`src/rtl/maxpool_layer_if.sv`:
```
// Pixel stream into the pooling stage and per-channel ibuf write port out of it.
interface maxpool_layer_if #(
  parameter int unsigned input_channels = 5,
  parameter int unsigned datatype_size  = 8
);
  logic                     i_we;
  logic [datatype_size-1:0] i_data [input_channels];
  logic                     o_we   [input_channels];
  logic [datatype_size-1:0] o_data [input_channels];
  logic                     o_busy;
  logic                     o_frame_done;

  modport master (
    output i_we, i_data,
    input  o_we, o_data, o_busy, o_frame_done
  );

  modport slave (
    input  i_we, i_data,
    output o_we, o_data, o_busy, o_frame_done
  );
endinterface

```
`src/rtl/maxpool_layer.sv`:
```
// Streaming non-overlapping max-pool: column maxima are folded per pixel, window maxima
// are folded across rows through a one-row buffer of partial window results.
module maxpool_layer #(
  parameter int unsigned input_channels = 5,
  parameter int unsigned img_width      = 28,
  parameter int unsigned pool_dim       = 2,
  parameter int unsigned datatype_size  = 8
) (
  input logic            clk,
  input logic            rst,
  maxpool_layer_if.slave bus
);
  localparam int unsigned out_width = img_width / pool_dim;
  localparam int unsigned Limit     = out_width * pool_dim;
  localparam int unsigned CntW      = (img_width > 1) ? $clog2(img_width) : 1;
  localparam int unsigned WcW       = (out_width > 1) ? $clog2(out_width) : 1;
  localparam logic [CntW-1:0] LastIdx = CntW'(img_width - 1);

  typedef logic [datatype_size-1:0] pix_t;

  logic [CntW-1:0] col_q, col_d, row_q, row_d;
  logic            we_q, busy_q, done_q;
  pix_t            data_q   [input_channels];
  pix_t            colacc_q [input_channels];
  pix_t            rowbuf_q [input_channels][out_width];

  int unsigned     col_u, row_u, pc, pr;
  logic [WcW-1:0]  wc;
  logic            win_end, emit;
  pix_t            cur [input_channels];
  pix_t            win [input_channels];

  always_comb begin
    col_u   = 32'(col_q);
    row_u   = 32'(row_q);
    pc      = col_u % pool_dim;
    pr      = row_u % pool_dim;
    wc      = WcW'(col_u / pool_dim);
    // Trailing partial columns/rows never close a window.
    win_end = bus.i_we && (col_u < Limit) && (row_u < Limit) && (pc == pool_dim - 1);
    emit    = win_end && (pr == pool_dim - 1);
  end

  always_comb begin
    for (int ch = 0; ch < int'(input_channels); ch++) begin
      cur[ch] = ((pc == 0) || (bus.i_data[ch] > colacc_q[ch])) ? bus.i_data[ch] : colacc_q[ch];
      win[ch] = (rowbuf_q[ch][wc] > cur[ch]) ? rowbuf_q[ch][wc] : cur[ch];
    end
  end

  always_comb begin
    col_d = col_q;
    row_d = row_q;
    if (bus.i_we) begin
      if (col_q == LastIdx) begin
        col_d = '0;
        row_d = (row_q == LastIdx) ? '0 : row_q + 1'b1;
      end else begin
        col_d = col_q + 1'b1;
      end
    end
  end

  always_ff @(posedge clk) begin
    if (rst) begin
      col_q  <= '0;
      row_q  <= '0;
      we_q   <= 1'b0;
      busy_q <= 1'b0;
      done_q <= 1'b0;
      for (int ch = 0; ch < int'(input_channels); ch++) data_q[ch] <= '0;
    end else begin
      col_q  <= col_d;
      row_q  <= row_d;
      we_q   <= emit;
      busy_q <= (col_d != '0) || (row_d != '0);
      done_q <= bus.i_we && (col_q == LastIdx) && (row_q == LastIdx);
      if (emit) begin
        // A single-row window has no buffered partial to fold in.
        for (int ch = 0; ch < int'(input_channels); ch++) data_q[ch] <= (pr == 0) ? cur[ch] : win[ch];
      end
    end
  end

  // Datapath storage needs no reset: every window starts with pc==0 / pr==0 overwrites.
  always_ff @(posedge clk) begin
    for (int ch = 0; ch < int'(input_channels); ch++) begin
      if (bus.i_we) colacc_q[ch] <= cur[ch];
      if (win_end && !emit) rowbuf_q[ch][wc] <= (pr == 0) ? cur[ch] : win[ch];
    end
  end

  always_comb begin
    for (int ch = 0; ch < int'(input_channels); ch++) begin
      bus.o_we[ch]   = we_q;
      bus.o_data[ch] = data_q[ch];
    end
  end

  assign bus.o_busy       = busy_q;
  assign bus.o_frame_done = done_q;
endmodule

```
`src/flat_wrapper.sv`:
```
// flat-port wrapper written by rule: the top's interface ports become plain ports
module maxpool_layer_flat 
#(
  parameter int unsigned input_channels = 5,
  parameter int unsigned img_width      = 28,
  parameter int unsigned pool_dim       = 2,
  parameter int unsigned datatype_size  = 8
)
  (clk, rst, bus_i_we, bus_i_data, bus_o_we, bus_o_data, bus_o_busy, bus_o_frame_done);
  maxpool_layer_if #(.input_channels(input_channels), .datatype_size(datatype_size)) bus_i ();
  input logic clk;
  input logic rst;
  input wire logic [$bits(bus_i.i_we)-1:0] bus_i_we;
  input wire logic [$bits(bus_i.i_data)-1:0] bus_i_data;
  output wire logic [$bits(bus_i.o_we)-1:0] bus_o_we;
  output wire logic [$bits(bus_i.o_data)-1:0] bus_o_data;
  output wire logic [$bits(bus_i.o_busy)-1:0] bus_o_busy;
  output wire logic [$bits(bus_i.o_frame_done)-1:0] bus_o_frame_done;
  assign bus_i.i_we = bus_i_we;
  assign bus_i.i_data = {>>{bus_i_data}};
  assign bus_o_we = {>>{bus_i.o_we}};
  assign bus_o_data = {>>{bus_i.o_data}};
  assign bus_o_busy = bus_i.o_busy;
  assign bus_o_frame_done = bus_i.o_frame_done;
  maxpool_layer #(.input_channels(input_channels), .img_width(img_width), .pool_dim(pool_dim), .datatype_size(datatype_size)) u_core (.clk(clk), .rst(rst), .bus(bus_i));
endmodule
```
`config.mk`:
```
export PLATFORM = sky130hd
export DESIGN_NAME = maxpool_layer_flat
export DESIGN_NICKNAME = d
export VERILOG_FILES = /design/src/rtl/maxpool_layer_if.sv /design/src/rtl/maxpool_layer.sv /design/src/flat_wrapper.sv
export SDC_FILE = /design/constraint.sdc
export NUM_CORES = 1
export LEC_CHECK = 0
export ABC_CLOCK_PERIOD_IN_PS = 6950
export BUFFER_PORTS_ARGS = -buffer_cell sky130_fd_sc_hd__buf_2
export CAP_MARGIN = 25
export CORE_ASPECT_RATIO = 1.75
export CORE_MARGIN = 2
export CORE_UTILIZATION = 25
export CTS_CLUSTER_SIZE = 30
export DETAILED_ROUTE_END_ITERATION = 8
export GPL_ROUTABILITY_DRIVEN = 1
export PLACE_DENSITY_LB_ADDON = 0.12
export SLEW_MARGIN = 20
export SYNTH_ARGS = -nofsm -noshare
export SYNTH_HDL_FRONTEND = slang
export SYNTH_SLANG_ARGS = --single-unit
export TNS_END_PERCENT = 10
```
`constraint.sdc`:
```
create_clock -name clk -period 6.95 [get_ports clk]
set_input_delay 1.0425 -clock clk [delete_from_list [all_inputs] [get_ports clk]]
set_output_delay 1.0425 -clock clk [all_outputs]
set_load 0.01 [all_outputs]
```
Word level (Yosys, flattened, before mapping):

Memories as Yosys holds them, arrays and structs flattened.
Index checks and enable logic that the tools add are counted.

* flip-flop bits (word level): 13
* memory bits (writable): 640
* bits of input ports: 43
* output and inout port bits: 47
* word-level logic and storage cells: 102
* memories kept: 3

Memories
* u_core.rowbuf_q: depth 5, width 112, read ports 5, clocked after memory_dff 0, write ports 5, line maxpool_layer.sv:25 `pix_t rowbuf_q [input_channels][out_width];`
* u_core.colacc_q: depth 5, width 8, read ports 5, clocked after memory_dff 0, write ports 5, line maxpool_layer.sv:24 `pix_t colacc_q [input_channels];`
* u_core.data_q: depth 5, width 8, read ports 5, clocked after memory_dff 0, write ports 5, line maxpool_layer.sv:23 `pix_t data_q [input_channels];`

* $add $sub $neg: 2
* order comparisons: 14
* eq/ne operators: 2
* multiplexer cells: 51
* bitwise gates (word level): 6
* reductions and logical operators: 19

Operator list (number)
* $mux 8: 31
* $bmux 8 s4: 5
* $mux 112: 1
* $gt 8x8->1: 10
* $logic_not 32->1: 2
* $demux 8 s4: 1
* $mux 5: 5
* $add 5x1->5 const B: 2
* $eq 5x5->1 const B: 2
* $lt 5x5->1 const B: 2
* $reduce_bool 5->1: 2
* $logic_and 1x1->1: 8
* $mux 1: 8
* $logic_or 1x1->1: 6
* $ge 5x5->1 const B: 1
* $lt 5x1->1 const B: 1
* $not 4->5: 1
* $or 1x1->1: 5
* $logic_not 1->1: 1

Longest topological paths before layout:

Gate-level depths: netlist (run 1).

* word-level depth: 9
* mapped depth: 17
* mapped depth without buffers: 15

Least setup slack after synthesis (run 1):

Ideal clock, no wire load.

* path kind: input port to flip-flop
* from: input bus_i_we
* to: memory u_core.rowbuf_q[0][104] (netlist bit), enable pin
* setup time: 0.487 ns
* arrival time: 4.463 ns
* required time: 6.463 ns
* path slack: 2.000 ns
* stages: 5
* path buffers: 0
* cells stage by stage: nand3_1 a311oi_1 nor2b_1 nand2b_1 nor3_1

RTL lines
* from (decl): line flat_wrapper.sv:13 `input wire logic [$bits(bus_i.i_we)-1:0] bus_i_we;`
* to (decl): line maxpool_layer.sv:25

==> flow_summary.yaml, run 1 <==
timing:
  setup_viol: 0
  slew_viol_final: 0
  worst_pin_slew_ns: 1.055
  layout_setup_ws_ns: 1.821
  period_share_pct: 73.80
  tns_ns: 0
  hold_viol: 0
  rsz0062_at_grt: "no"
  skew_ns: 0.02320
  max_slew_margin_pct: 29.64
  min_period_ns: 5.129
  fmax_mhz: 195.0
clocking:
  clkTransAtPathRegs_ns: 0.06
  clock_path_buffers: 3
  post-cts-setup-buffers: 0
  cts_hold_repair.buffers: 0
  cts_resized: 0
  htree_levels: 3
  insertion_delay_ns: 0.64
  cts-buffers-inserted: 68
  cts_tree: "yes"
  cts_root_buffer: "clkbuf_16"
  clock_sinks: 653
die:
  core_area_um2: 108900
  die_x_um: 254.6
  rows: 160
  boundaryPins: 90
  start_util_pct: 25.23
  die_area_um2: 112700
  die_y_um: 442.6
setup_path:
  r2r-end: "u_core.rowbuf_q[0][390]"
  r2r_start: "u_core.col_q[4]"
  worst-path-max-fanout: 25
  cp-startpoint: "u_core.col_q[4]"
  worstPathRequired_ns: 7.28
  startpoint_type: "flip-flop"
  reg2regPathDepth: 11
  r2r_slack_ns: 1.82
  end_kind: "flip-flop"
  arrival_ns: 5.46
  crit_end: "u_core.rowbuf_q[0][390]"
  critPathKind: "flip-flop to flip-flop"
drt:
  ant_nets: 0
  vias_per_cell: 4.562
  wl_per_cell_um: 24.54
  first_pass_iters: 8
  drtIter0Drc: 863
  drc_errors: 0
  vias: 14530
  wirelength_mm: 78.18
yosys:
  synth.area.top_cells: "edfxtp_1 70%, mux4_2 9.8%, mux2i_1 4.4%, ha_1 3.7%, a222oi_1 1.3%"
  ys_seq_area_share_pct: 70.88
  synth_ff_type: "edfxtp_1"
  synth_cell_types: 45
  yosysMostFrequentCell: "edfxtp_1"
  synthXorXnorAreaFrac_pct: 0.03187
  synth-edff-count: 640
  yosysTopAreaCellShare_pct: 69.94
  ys_top_cells_by_count: "640 x edfxtp_1, 122 x mux2i_1, 120 x mux4_2"
  async_reset_ff_share_pct: 0
  synth_seq_cells: 653
  synth_compound_area_share_pct: 5.436
  synth_adder_area_share_pct: 3.734
  synthSimpleGateAreaFrac_pct: 2.568
  synth_area_per_cell_um2: 18.13
  ys_warn_count: 0
  synth_mux_area_share_pct: 14.32
  synth_top_family_by_area: "multiplexers"
  syn-instance-count: 1516
  synth_area_um2: 27480
  syn_nets: 1641
  synth.largest_area_cell: "edfxtp_1"
outcome:
  status: "complete, no violations"
pwr:
  pwr_density_cell_nw_per_um2: 268.1
  combPwrFrac_pct: 6.5
  switching_share_pct: 22.26
  p_int_w: 0.006739
  p_sw_w: 0.001930
  p_clk_share_pct: 42.2
  ir_worst_vdd_uv: 168.5
  power_frac_seq_pct: 51.3
  total_leakage_power_nw: 10.41
grt:
  antenna_found_initial: 1
  top_usage_layer: "met2"
  use_met3_pct: 2.350
  grt_use_total_pct: 13.99
  grt_first_pass_wirelength_mm: 111.5
  grt_overflow: 0
  grt_max_degree: 59
  grt_pass1_vias: 15750
  use_met1_pct: 15.56
  met2_usage_pct: 26.37
layout:
  final_area_um2: 32330
  drive_gt1_share_pct: 25.48
  fin_nets: 1802
  area_growth_syn_to_layout_pct: 17.65
placed_design:
  gp_routability_congestion: 0.7431
  pre_cts_slack_ns: 1.243
  dp_hpwl_mm: 46.07
  place_area_um2: 30050
  port_buffers: 89
hold_path:
  hp-class: "flip-flop to flip-flop"
job:
  maxCapViolations: 0
## cell type report
class | count | area, um^2
Antenna cell | 1 | 2.502
Clock buffer | 87 | 1847
Clock inverter | 33 | 324.1
Fill cell | 10850 | 76570
Inverter | 117 | 439.2
Multi-Input combinational cell | 671 | 7342
Sequential cell | 653 | 19490
Tap cell | 1458 | 1824
Timing Repair Buffer | 166 | 1061
## worst max-delay path: stages, from the launching register on
cell      delay (ns)
dfxtp_2         0.90
nor2b_4         0.94
buf_4           0.51
a222oi_1        0.18
o21ai_1         0.19
ha_1            0.22
nand2_1         0.07
o211ai_1        0.17
o211ai_1        0.11
a21oi_1         0.59
buf_4           0.29
mux2i_2         0.62
## worst min path at each step
| stage | start | end | slack (ns) | cells after the start |
|---|---|---|---|---|
| 6_report | u_core.row_q[1] | u_core.row_q[1] | 0.50 | 2 |
| 5_1_grt | u_core.row_q[1] | u_core.row_q[1] | 0.53 | 2 |
| 4_1_cts | u_core.row_q[1] | u_core.row_q[1] | 0.49 | 2 |
| 3_5_place_dp | u_core.row_q[1] | u_core.row_q[1] | 0.49 | 2 |
| 3_3_place_gp | u_core.row_q[1] | u_core.row_q[1] | 0.49 | 2 |
| 2_1_floorplan | u_core.row_q[1] | u_core.row_q[1] | 0.47 | 2 |
## metrics by stage
stage / hold slack, ns / cells / util [%] / total power (W)
floorplan: 0.4661 / 1516 / - / 0.004888
global placement: 0.4861 / 3053 / 27.57 / 0.005095
detailed placement: 0.4855 / 3055 / 27.59 / 0.005106
CTS: 0.4935 / 3175 / 29.59 / 0.008813
global route: 0.5289 / 3186 / 29.69 / 0.008996
finish: 0.4957 / 3186 / 29.69 / 0.008669
## cell families after synthesis
kind of cell / Yosys count
flip-flops: 653
multiplexers: 243
AO/OA/AOI/OAI: 208
buffers and inverters: 192
AND/OR/NAND/NOR: 137
adder cells (fa/ha/maj): 82
XOR/XNOR: 1
## cells in the final DEF (no fill, tap or decap), types with 5 or more instances in the layout
cell / instances
o211ai_1: 15
edfxtp_1: 640
o21a_1: 5
inv_1: 89
nor3_2: 5
clkinv_1: 26
mux4_2: 120
o21ai_1: 40
o22ai_1: 42
clkbuf_4: 5
inv_2: 8
dfxtp_1: 9
buf_4: 63
clkinvlp_4: 5
clkbuf_1: 15
o21ai_0: 17
nand2_1: 25
bufinv_16: 6
ha_1: 82
clkbuf_16: 71
nor2_1: 25
nand2b_1: 11
or3_1: 5
nor2_4: 10
a211oi_1: 5
nand4_1: 22
clkinv_2: 15
buf_2: 92
nor2b_1: 11
nand3_1: 7
a21oi_1: 36
a221oi_2: 5
mux2i_2: 13
mux2i_1: 109
a222oi_1: 35
## state kept, by name (all words and copies together) (netlist names)
name,cells
u_core.rowbuf_q,560
u_core.colacc_q,40
u_core.bus.o_frame_done,1
u_core.we_q,1
u_core.bus.o_busy,1
u_core.row_q,5
u_core.col_q,5
u_core.data_q,40
## layer usage
metal,share of wire [%],vias up,routed length (um)
met5,0,-,0
met1,38,7681,29730
li1,-,6456,-
met3,4.0,99,3096
met4,2.8,0,2193
met2,55,297,43150
## power by group through the flow
stage	combinational, W	clock (W)	sequential, W
2_1_floorplan	0.000372	0	0.00452
3_3_place_gp	0.000564	0	0.00453
3_5_place_dp	0.000575	0	0.00453
4_1_cts	0.000575	0.00379	0.00445
5_1_grt	0.000640	0.00391	0.00445
6_report	0.000565	0.00366	0.00444
(Power assumes the default switching activity.)
==> run 2, diff against run 1 <==
--- a/config.mk
+++ b/config.mk
@@ -5,7 +5,8 @@
 export SDC_FILE = /design/constraint.sdc
 export NUM_CORES = 1
 export LEC_CHECK = 0
-export ABC_CLOCK_PERIOD_IN_PS = 6950
+export ABC_AREA = 1
+export ABC_CLOCK_PERIOD_IN_PS = 5400
 export BUFFER_PORTS_ARGS = -buffer_cell sky130_fd_sc_hd__buf_2
 export CAP_MARGIN = 25
 export CORE_ASPECT_RATIO = 1.75
==> constraint.sdc (replaced) <==
create_clock -name clk -period 5.4 [get_ports clk]
set_input_delay 0.81 -clock clk [delete_from_list [all_inputs] [get_ports clk]]
set_output_delay 0.81 -clock clk [all_outputs]
set_load 0.01 [all_outputs]
==> run 2 against run 1 <==
- critical endpoint is now u_core.data_q[0][16]
- synthesized cell count grew 53%
- largest cell class unchanged
- clock-buffer cell count shrank 5
- non-clock buffer count shrank 18
- worst hold slack gained 0.024 ns
- area after synthesis grew 1.3%
- wire length grew 11%
- critical path depth grew 8
==> flow_summary.yaml, run 2 <==
outcome:
  status: "complete, no violations"
placed_design:
  post-place-cells: 3845
  dp_hpwl_mm: 51.08
  pre_cts_slack_ns: 0.8544
  port_buffers: 89
  gp_routability_congestion: 0.7685
layout:
  largest_reg_flops: 560
  fin_nets: 2563
  fillers: 11370
  area_growth_syn_to_layout_pct: 16.70
  mostFrequentLayoutCell: "edfxtp_1"
  final_cell_mix: "640 x edfxtp_1, 615 x nand2_1, 240 x a22oi_1, 217 x inv_1, 178 x nand3_1"
  drive_gt1_share_pct: 11.56
  final_cells: 3968
  regMostFlops: "u_core.rowbuf_q"
  reg.largest.list: "u_core.rowbuf_q x560, u_core.colacc_q x40, u_core.data_q x40"
yosys:
  synth_area_per_cell_um2: 12.00
  synth-edff-count: 640
  synth_area_um2: 27830
  ys_top_cells_by_count: "640 x edfxtp_1, 615 x nand2_1, 240 x a22oi_1"
  async_reset_ff_share_pct: 0
  yosysMostFrequentCell: "edfxtp_1"
  synth.area.top_cells: "edfxtp_1 69%, nand2_1 8.3%, a22oi_1 6.5%, ha_1 3.7%, nand3_1 3.2%"
  synth.largest_area_cell: "edfxtp_1"
  synth_ff_type: "edfxtp_1"
  syn_nets: 2444
  yosysTopAreaCellShare_pct: 69.05
  ys_seq_area_share_pct: 69.99
  synth_cell_types: 28
  syn-instance-count: 2319
  ys_warn_count: 0
  synth_seq_cells: 653
clocking:
  cts_resized: 0
  cts_tree: "yes"
  post-cts-setup-buffers: 0
  cts_hold_repair.buffers: 0
  clock_path_buffers: 3
  clkTransAtPathRegs_ns: 0.07
  cts_root_buffer: "clkbuf_16"
  clock_sinks: 653
  htree_levels: 3
  insertion_delay_ns: 0.64
  cts-buffers-inserted: 67
timing:
  fmax_mhz: 223.2
  layout_setup_ws_ns: 0.9199
  max_slew_margin_pct: 37.32
  period_share_pct: 82.96
  rsz0062_at_grt: "no"
  slew_viol_final: 0
  worst_pin_slew_ns: 0.9402
  tns_ns: 0
  min_period_ns: 4.480
  skew_ns: 0.02397
  hold_viol: 0
  setup_viol: 0
drt:
  wl_per_cell_um: 21.83
  wirelength_mm: 86.63
  drc_errors: 0
  vias: 17880
  drtIter0Drc: 1109
  vias_per_cell: 4.506
  first_pass_iters: 7
  ant_nets: 0
setup_path:
  end_kind: "flip-flop"
  cp_slowest_stage_delay_ns: 0.61
  critPathSlowestCell: "inv_4"
  arrival_ns: 4.86
  cp_common_cell: "nand2_1"
  worstPathRequired_ns: 5.78
  critPathKind: "flip-flop to flip-flop"
  worst-path-max-fanout: 46
  r2r_slack_ns: 0.92
  startpoint_type: "flip-flop"
  path_cells: "nand2_2, inv_4, buf_12, a22oi_1, nand2_1, nand2_1, nand2_1, nor2_1, inv_1, ha_1, a21oi_1, o21a_1, nand2_1, nand3_1, inv_1, buf_4, nand2_1, nand2_1, nor2_1"
pwr:
  total_leakage_power_nw: 12.49
  pwr_density_cell_nw_per_um2: 348.6
  ir_worst_vdd_uv: 232.4
die:
  rows: 162
  die_area_um2: 114100
  die_x_um: 256.2
  core_area_um2: 110900
  boundaryPins: 90
  start_util_pct: 25.10
  die_y_um: 445.4
grt:
  grt_max_degree: 107
  antenna_found_initial: 1
  grt_pass1_vias: 18470
  grt_overflow: 0
  grt_use_total_pct: 15.14
  grt_first_pass_wirelength_mm: 126.8
job:
  maxCapViolations: 0
hold_path:
  hp-class: "input port to flip-flop"
-- run 2: cell count changes after synthesis, sizes merged, moves of 20 or more --
cell and delta:
mux2i -122, inv +141, nor2 +98, a222oi -35, clkinv -20, nand3 +172
o21ai -47, mux4 -120, a22oi +240, o22ai -42, nand2 +591
-- run 2: final cells by class --
cell class	instances	area [um^2]	area share (%)
clock buffer	82	1775	5.467
timing repair buffer	148	1051	3.236
sequential	653	19480	59.98
inverter	238	897.1	2.762
antenna	1	2.502	0.007705
tap	1476	1847	5.686
clock inverter	40	309.0	0.9515
multi-input combinational	1330	7117	21.91
-- run 2: routing by layer --
metal,wire length [um],vias to the layer above,GRT usage (%)
li1,-,8420,-
met1,36500,9078,18.12
met2,46030,288,28.36
met3,2468,92,1.852
met4,1622,0,4.038
met5,0,-,0
-- run 2: critical path, delay by kind of cell (launching register included) --
family / cells / cell delay [ns]
AO/OA/AOI/OAI: 3 / 0.47
adder cells (fa/ha/maj): 1 / 0.24
buffers and inverters: 5 / 1.35
flip-flops: 1 / 0.56
AND/OR/NAND/NOR: 10 / 1.51
-- run 2: per-stage QoR --
stage | hold WS [ns] | cell area (um^2) | utilization (%) | total power (W)
2_1_floorplan | 0.5413 | 27830 | - | 0.006508
3_3_place_gp | 0.5633 | 30390 | 27.41 | 0.006928
3_5_place_dp | 0.5788 | 30390 | 27.41 | 0.006941
4_1_cts | 0.4532 | 32480 | 29.29 | 0.01153
5_1_grt | 0.5033 | 32480 | 29.29 | 0.01181
6_report | 0.5196 | 32480 | 29.29 | 0.01132
-- run 2: cells by family (layout without fill, tap and decap cells) --
logic type               count (synthesis)  after routing  synth area share, %
AND/OR/NAND/NOR                        956            956                13.98
flip-flops                             653            653                69.99
buffers and inverters                  336            508                4.837
AO/OA/AOI/OAI                          292            292                7.508
adder cells (fa/ha/maj)                 82             82                3.686
other                                    0              1                    0
-- run 2: final timing paths --
| kind | from | end | depth (start not counted) |
|---|---|---|---|
| max reg2reg | u_core.col_q[2] | u_core.data_q[0][16] | 19 |
| max | u_core.col_q[2] | u_core.data_q[0][16] | 19 |
| min reg2reg | u_core.row_q[4] | u_core.row_q[4] | 3 |
| min | bus_i_data[26] | u_core.colacc_q[0][10] | 3 |
-- run 2: where the power goes --
part           total, W  internal [W]  switching, W
registers       0.00577       0.00573     0.0000345
logic           0.00104      0.000291      0.000746
clock network   0.00452       0.00250       0.00202
total            0.0113       0.00852       0.00280
